## config.mk

```make
export PLATFORM = sky130hd
export DESIGN_NAME = sfifo_pu_queue_mc
export DESIGN_NICKNAME = d
export VERILOG_FILES = /design/src/rtl/sfifo_pu_queue_mc_pkg.sv /design/src/rtl/sfifo_pu_queue_mc_ch.sv /design/src/rtl/sfifo_pu_queue_mc.sv
export SDC_FILE = /design/constraint.sdc
export NUM_CORES = 1
export LEC_CHECK = 0
export ABC_AREA = 1
export BUFFER_PORTS_ARGS = -buffer_cell sky130_fd_sc_hd__buf_2
export CORE_AREA = 4 4 221 159
export CTS_CLUSTER_DIAMETER = 100
export DETAILED_ROUTE_END_ITERATION = 8
export DIE_AREA = 0 0 225 163
export PLACE_DENSITY = 0.71
export SLEW_MARGIN = 20
export SYNTH_ARGS = -nofsm -noshare
export SYNTH_HDL_FRONTEND = slang
export SYNTH_HIERARCHICAL = 1
export SYNTH_SLANG_ARGS = --single-unit
```

## constraint.sdc

```tcl
create_clock -name i_clk -period 3.3 [get_ports i_clk]
set_input_delay 0.33 -clock i_clk [delete_from_list [all_inputs] [get_ports i_clk]]
set_output_delay 0.33 -clock i_clk [all_outputs]
set_load 0.005 [all_outputs]
```

## src/rtl/sfifo_pu_queue_mc_pkg.sv

```systemverilog
// Shared types for the multi-channel PU queue buffer.
// Payload type and channel index type live in meta_package for the rest of the PU.
package meta_package;

  typedef logic [7:0] pu_queue_payload_type;

  localparam int unsigned MC_CH_NBITS = 2;
  typedef logic [MC_CH_NBITS-1:0] mc_ch_idx_t;

endpackage

```

## src/rtl/sfifo_pu_queue_mc_ch.sv

```systemverilog
// Per-channel controller: pointers, occupancy, status flags and head/RAM path select.
// Occupancy counts the head register plus the RAM entries behind it.
module pu_queue_mc_ch_ctrl #(
  parameter int unsigned DEPTH_NBITS = 3,
  parameter int unsigned AFULL_TH    = 6
) (
  input  logic                   i_clk,
  input  logic                   i_rst,
  input  logic                   i_wr,
  input  logic                   i_rd,
  input  logic                   i_flush,
  output logic                   o_head_load,
  output logic                   o_ram_load,
  output logic                   o_ram_we,
  output logic                   o_ovf,
  output logic                   o_udf,
  output logic [DEPTH_NBITS-1:0] o_wptr,
  output logic [DEPTH_NBITS-1:0] o_rptr,
  output logic                   o_empty,
  output logic                   o_full,
  output logic                   o_afull,
  output logic [DEPTH_NBITS:0]   o_count
);

  localparam logic [DEPTH_NBITS:0] CapFull = (DEPTH_NBITS+1)'((2 ** DEPTH_NBITS) + 1);
  localparam logic [DEPTH_NBITS:0] AfullTh = (DEPTH_NBITS+1)'(AFULL_TH);

  logic [DEPTH_NBITS-1:0] r_wptr, r_rptr;
  logic [DEPTH_NBITS:0]   r_count, w_count_d;
  logic                   r_empty, r_full, r_afull, r_ram_empty;
  logic                   w_wr, w_rd, w_wr_acc, w_rd_acc, w_head_wr;

  // Flush wins over any op aimed at this channel, silently.
  assign w_wr      = i_wr & ~i_flush;
  assign w_rd      = i_rd & ~i_flush;
  assign w_rd_acc  = w_rd & ~r_empty;
  assign w_wr_acc  = w_wr & (~r_full | w_rd_acc);
  assign w_head_wr = w_wr_acc & (r_empty | (w_rd_acc & r_ram_empty));

  assign o_head_load = w_head_wr;
  assign o_ram_we    = w_wr_acc & ~w_head_wr;
  assign o_ram_load  = w_rd_acc & ~r_ram_empty;
  assign o_ovf       = w_wr & r_full & ~w_rd_acc;
  assign o_udf       = w_rd & r_empty;

  always_comb begin
    w_count_d = r_count + {{DEPTH_NBITS{1'b0}}, w_wr_acc} - {{DEPTH_NBITS{1'b0}}, w_rd_acc};
    if (i_flush) w_count_d = '0;
  end

  always_ff @(posedge i_clk) begin
    if (i_rst || i_flush) begin
      r_wptr      <= '0;
      r_rptr      <= '0;
      r_count     <= '0;
      r_empty     <= 1'b1;
      r_full      <= 1'b0;
      r_afull     <= 1'b0;
      r_ram_empty <= 1'b1;
    end else begin
      if (o_ram_we)   r_wptr <= r_wptr + 1'b1;
      if (o_ram_load) r_rptr <= r_rptr + 1'b1;
      r_count     <= w_count_d;
      r_empty     <= (w_count_d == '0);
      r_full      <= (w_count_d == CapFull);
      r_afull     <= (w_count_d >= AfullTh);
      r_ram_empty <= (w_count_d <= (DEPTH_NBITS+1)'(1));
    end
  end

  assign o_wptr  = r_wptr;
  assign o_rptr  = r_rptr;
  assign o_count = r_count;
  assign o_empty = r_empty;
  assign o_full  = r_full;
  assign o_afull = r_afull;

endmodule

```

## src/rtl/sfifo_pu_queue_mc.sv

```systemverilog
// Multi-channel synchronous FIFO: NUM_CH queues sharing one RAM, each with a registered head.
// Top holds the shared RAM, head registers, channel decode and error pulses.
module sfifo_pu_queue_mc
  import meta_package::*;
#(
  parameter int unsigned NUM_CH      = 4,
  parameter int unsigned CH_NBITS    = 2,
  parameter int unsigned DEPTH_NBITS = 3,
  parameter int unsigned AFULL_TH    = 6
) (
  input  logic                                 i_clk,
  input  logic                                 i_rst,
  input  logic                                 i_wr,
  input  logic [CH_NBITS-1:0]                  i_wr_ch,
  input  pu_queue_payload_type                 i_din,
  input  logic                                 i_rd,
  input  logic [CH_NBITS-1:0]                  i_rd_ch,
  input  logic                                 i_flush,
  input  logic [CH_NBITS-1:0]                  i_flush_ch,
  output pu_queue_payload_type [NUM_CH-1:0]    o_dout,
  output logic [NUM_CH-1:0]                    o_empty,
  output logic [NUM_CH-1:0]                    o_full,
  output logic [NUM_CH-1:0]                    o_afull,
  output logic [NUM_CH-1:0][DEPTH_NBITS:0]     o_count,
  output logic                                 o_ovf_err,
  output logic                                 o_udf_err
);

  localparam int unsigned DEPTH = 2 ** DEPTH_NBITS;
  localparam int unsigned AW    = CH_NBITS + DEPTH_NBITS;

  pu_queue_payload_type r_ram [NUM_CH*DEPTH];
  pu_queue_payload_type [NUM_CH-1:0] r_dout;
  pu_queue_payload_type              w_ram_rdata;

  logic [NUM_CH-1:0] w_wr_vec, w_rd_vec, w_fl_vec;
  logic [NUM_CH-1:0] w_head_load, w_ram_load, w_ram_we, w_ovf, w_udf;
  logic [NUM_CH-1:0][DEPTH_NBITS-1:0] w_wptr, w_rptr;
  logic [DEPTH_NBITS-1:0] w_wr_ptr, w_rd_ptr;
  logic [AW-1:0]          w_wr_addr, w_rd_addr;
  logic                   r_ovf, r_udf;

  for (genvar c = 0; c < NUM_CH; c++) begin : g_ch
    // Out-of-range channel indices match no channel and are dropped.
    assign w_wr_vec[c] = i_wr    & (i_wr_ch    == CH_NBITS'(c));
    assign w_rd_vec[c] = i_rd    & (i_rd_ch    == CH_NBITS'(c));
    assign w_fl_vec[c] = i_flush & (i_flush_ch == CH_NBITS'(c));

    pu_queue_mc_ch_ctrl #(
      .DEPTH_NBITS (DEPTH_NBITS),
      .AFULL_TH    (AFULL_TH)
    ) u_ch_ctrl (
      .i_clk       (i_clk),
      .i_rst       (i_rst),
      .i_wr        (w_wr_vec[c]),
      .i_rd        (w_rd_vec[c]),
      .i_flush     (w_fl_vec[c]),
      .o_head_load (w_head_load[c]),
      .o_ram_load  (w_ram_load[c]),
      .o_ram_we    (w_ram_we[c]),
      .o_ovf       (w_ovf[c]),
      .o_udf       (w_udf[c]),
      .o_wptr      (w_wptr[c]),
      .o_rptr      (w_rptr[c]),
      .o_empty     (o_empty[c]),
      .o_full      (o_full[c]),
      .o_afull     (o_afull[c]),
      .o_count     (o_count[c])
    );

    always_ff @(posedge i_clk) begin
      if (w_head_load[c])     r_dout[c] <= i_din;
      else if (w_ram_load[c]) r_dout[c] <= w_ram_rdata;
    end
  end

  always_comb begin
    w_wr_ptr = '0;
    w_rd_ptr = '0;
    for (int c = 0; c < NUM_CH; c++) begin
      if (w_wr_vec[c]) w_wr_ptr = w_wptr[c];
      if (w_rd_vec[c]) w_rd_ptr = w_rptr[c];
    end
  end

  assign w_wr_addr   = {i_wr_ch, w_wr_ptr};
  assign w_rd_addr   = {i_rd_ch, w_rd_ptr};
  // Read-before-write: a full channel doing wr+rd on the same slot pops the old word.
  assign w_ram_rdata = r_ram[w_rd_addr];

  always_ff @(posedge i_clk) begin
    if (!i_rst && (|w_ram_we)) r_ram[w_wr_addr] <= i_din;
  end

  always_ff @(posedge i_clk) begin
    if (i_rst) begin
      r_ovf <= 1'b0;
      r_udf <= 1'b0;
    end else begin
      r_ovf <= |w_ovf;
      r_udf <= |w_udf;
    end
  end

  assign o_dout    = r_dout;
  assign o_ovf_err = r_ovf;
  assign o_udf_err = r_udf;

`ifndef SYNTHESIS
  always @(posedge i_clk) begin
    if (!i_rst) begin
      if (|w_ovf) $display("sfifo_pu_queue_mc: write to full channel %0d dropped", i_wr_ch);
      if (|w_udf) $display("sfifo_pu_queue_mc: read of empty channel %0d ignored", i_rd_ch);
      if (i_wr && (32'(i_wr_ch) >= NUM_CH))
        $display("sfifo_pu_queue_mc: write channel %0d out of range", i_wr_ch);
      if (i_rd && (32'(i_rd_ch) >= NUM_CH))
        $display("sfifo_pu_queue_mc: read channel %0d out of range", i_rd_ch);
      if (i_flush && (32'(i_flush_ch) >= NUM_CH))
        $display("sfifo_pu_queue_mc: flush channel %0d out of range", i_flush_ch);
    end
  end
`endif

endmodule

```

==> insert_results.sql <==
INSERT INTO impl_metrics (metric_group, metric, value, unit) VALUES
('logic_synthesis', 'synth.top_cells.by_count', 'nand2_1 (311), nand3_1 (309), edfxtp_1 (288)', ''),
('final_layout', 'regArea', '9810', 'sq um'),
('critical_path', 'cp-end-kind', 'register', ''),
('logic_synthesis', 'synthFlopType', 'edfxtp_1', ''),
('clock_network', 'cts_hold_buf', '0', ''),
('logic_synthesis', 'yosysMostFrequentCell', 'nand2_1', ''),
('floorplanning', 'area_enclosed_by_the_die_boundary', '36700', 'sq um'),
('logic_synthesis', 'yosysTopAreaCell', 'edfxtp_1', ''),
('clock_network', 'cts_max_path_buffers', '3', ''),
('power_and_ir_drop', 'peakVddDrop', '0.367', 'mV'),
('final_layout', 'drive_above_1_share', '13.9', '%'),
('status', 'run_status', 'finished, final reports clean', ''),
('critical_path', 'critical_path.reg2reg.startpoint', 'g_ch[0].u_ch_ctrl/o_rptr[0]$_SDFFE_PP0P_', ''),
('job', 'drv_cap', '0', ''),
('clock_network', 'numCtsBuffers', '34', ''),
('place', 'placement.setup.worst_slack', '0.253', 'ns'),
('place', 'finalWeightedCongestion', '0.926', ''),
('logic_synthesis', 'netlist-cell-type-count', '32', ''),
('logic_synthesis', 'yosys_warnings', '6', ''),
('critical_path', 'timing.setup.critical_path_class', 'register to register', ''),
('worst_hold_path', 'worstHoldStart', 'i_rst', ''),
('detailed_routing', 'drt_first_pass_iters', '6', ''),
('clock_network', 'clk_pin_slew_worst_paths', '0.06', 'ns'),
('critical_path', 'cp.arrival', '3.02', 'ns'),
('detailed_routing', 'detail-route-antenna-nets', '0', ''),
('logic_synthesis', 'synth_enable_flop_cells', '288', ''),
('final_layout', 'area.growth.synth_to_final', '14.2', '%'),
('clock_network', 'buffer_cell_driving_the_clock_tree_root', 'clkbuf_16', ''),
('global_route', 'grt_first_pass_wirelength', '66500', 'um'),
('worst_hold_path', 'min-delay-path-class', 'input port to register', ''),
('logic_synthesis', 'synth_sequential_area_ratio', '60.2', '%'),
('detailed_routing', 'routed_wire_length_per_instance', '19.5', 'um'),
('timing', 'finalSetupViolations', '0', ''),
('clock_network', 'post_cts_resized', '0', ''),
('floorplanning', 'core_region_area', '33000', 'sq um'),
('timing', 'finalHoldViolCount', '0', ''),
('logic_synthesis', 'cell_area_synth', '16300', 'sq um'),
('final_layout', 'n_fill_cell', '2802', ''),
('logic_synthesis', 'synth-async-reset-ratio', '0', '%'),
('logic_synthesis', 'complex_gate_fraction_of_the_synthesized_area', '2.13', '%'),
('floorplanning', 'floorplan.initialDensity', '49.4', '%'),
('timing', 'setup_slack', '0.547', 'ns'),
('timing', 'timing_max_transition_violations_final', '0', ''),
('logic_synthesis', 'synth_cells', '1648', ''),
('logic_synthesis', 'yosys_register_bits', '346', ''),
('critical_path', 'critPathRequiredTime', '3.57', 'ns'),
('final_layout', 'num_antenna_cells', '0', ''),
('timing', 'fin_crit', '2.75', 'ns'),
('global_route', 'first_global_vias', '11457', ''),
('power_and_ir_drop', 'power.density', '521', 'nW/um^2'),
('detailed_routing', 'drt-vias-per-instance', '5.51', ''),
('timing', 'worst_clock_skew', '0.0203', 'ns'),
('timing', 'fmax', '363', 'MHz'),
('critical_path', 'crit_path_max_fanout', '17', ''),
('critical_path', 'flop_to_flop_setup_slack', '0.55', 'ns'),
('clock_network', 'ctsHtreeMaxLevel', '2', ''),
('final_layout', 'multi_input_area', '5150', 'sq um'),
('logic_synthesis', 'synth-adder-area-share', '2.34', '%'),
('logic_synthesis', 'synthDominantCellAreaShare', '53.1', '%'),
('clock_network', 'tritoncts', 'done', ''),
('detailed_routing', 'drt_first_iter_violations', '1502', ''),
('logic_synthesis', 'synthSimpleGateAreaFrac', '27.0', '%'),
('floorplanning', 'fp.dieW', '225', 'um'),
('logic_synthesis', 'synth.net_count', '1695', ''),
('global_route', 'pin_count_of_the_biggest_net_entering_global_routing', '129', ''),
('detailed_routing', 'totalWireLength', '43400', 'um'),
('logic_synthesis', 'cells_taking_the_most_area_after_synthesis', 'edfxtp_1 (53%), nand3_1 (9.5%), nand2_1 (7.2%)', ''),
('critical_path', 'r2r_end', 'o_dout[4]$_DFFE_PP_', ''),
('timing', 'grt_setup_unrepaired', 'false', ''),
('global_route', 'grt_antenna_before_repair', '0', ''),
('floorplanning', 'die_h', '163', 'um');
[layout make-up]
class / instances / area share [%]
multi-input combinational: 980 / 27.7
clock buffer: 47 / 5.35
timing repair buffer: 152 / 5.60
inverter: 255 / 5.20
tap: 435 / 2.93
sequential: 346 / 52.7
clock inverter: 14 / 0.491
[sequential cells by signal (all words and copies together) (netlist names)]
register	flops
g_ch.u_ch_ctrl/o_count	16
g_ch.u_ch_ctrl/o_afull	4
r_ram	256
g_ch.u_ch_ctrl/o_wptr	12
g_ch.u_ch_ctrl/o_empty	4
o_ovf_err	1
o_dout	32
g_ch.u_ch_ctrl/o_rptr	12
g_ch.u_ch_ctrl/r_ram_empty	4
g_ch.u_ch_ctrl/o_full	4
o_udf_err	1
[worst max path at each step]
stage | endpoint | slack (ns) | cells after the start
4_1_cts | o_dout[4]$_DFFE_PP_ | 0.61 | 12
3_5_place_dp | o_dout[4]$_DFFE_PP_ | 0.25 | 14
3_3_place_gp | g_ch[0].u_ch_ctrl/o_full$_SDFF_PP0_ | 0.33 | 13
2_1_floorplan | g_ch[0].u_ch_ctrl/o_full$_SDFF_PP0_ | 0.62 | 13
6_report | o_dout[4]$_DFFE_PP_ | 0.55 | 12
5_1_grt | o_dout[25]$_DFFE_PP_ | 0.38 | 12
[report_power, final]
part	internal (mW)	switching, mW	total, mW
combinational	0.297	0.657	0.954
clock	2.19	1.64	3.84
sequential	4.84	0.0603	4.90
total	7.32	2.36	9.68
[per-stage QoR]
step	area [sq um]	power [mW]	hold slack (ns)	utilization, %	instances
after floorplan	16300	5.54	0.402	-	1648
after global placement	17500	5.90	0.451	53.1	2168
after detailed placement	17500	5.92	0.459	53.1	2168
after CTS	18600	9.73	0.282	56.4	2229
after global routing	18600	10.0	0.323	56.4	2229
final	18600	9.68	0.308	56.4	2229
[cell families (layout without fill, tap and decap cells)]
kind of cell / after synthesis / after routing
AND/OR/NAND/NOR: 884 / 884
flip-flops: 346 / 346
buffers and inverters: 322 / 468
AO/OA/AOI/OAI: 68 / 68
adder cells (fa/ha/maj): 28 / 28
[routing by layer]
layer / part of all wire, % / GRT usage [%] / up-vias / wire [um]
met5: 0 / 0 / - / 0
met1: 46 / 35.6 / 5945 / 19800
met3: 10 / 6.00 / 60 / 4510
met4: 1.7 / 5.82 / 0 / 742
li1: - / - / 5751 / -
met2: 42 / 33.9 / 522 / 18400
[critical path: stages, from the launching register on]
cell     delay (ns)
dfxtp_1        0.47
nand3_1        0.11
nand3_1        0.12
nand2_4        0.20
nand2_4        0.29
buf_4          0.28
nand2_1        0.10
nand3_1        0.09
nand3_1        0.13
nand3_1        0.10
nand2_1        0.26
o21ai_1        0.26
nand2_1        0.07
[cells in the final DEF, fill, tap and decap left out, drive strengths merged]
| master | synthesis | final |
|---|---|---|
| buf | 53 | 152 |
| clkinv | 1 | 13 |
| inv | 254 | 254 |
| fa | 4 | 4 |
| o21ai | 45 | 45 |
| edfxtp | 288 | 288 |
| nor4 | 3 | 3 |
| nor3 | 17 | 17 |
| nor2 | 110 | 110 |
| or2 | 8 | 8 |
| clkbuf | 14 | 47 |
| nand3 | 313 | 313 |
| nand2 | 327 | 327 |
| bufinv | 0 | 1 |
| clkinvlp | 0 | 1 |
| a21oi | 21 | 21 |
| ha | 24 | 24 |
| a22o | 1 | 1 |
| nand4 | 10 | 10 |
| dfxtp | 58 | 58 |
| o21bai | 1 | 1 |
| nand3b | 96 | 96 |
Note: power is estimated with default switching activity, not from simulation.
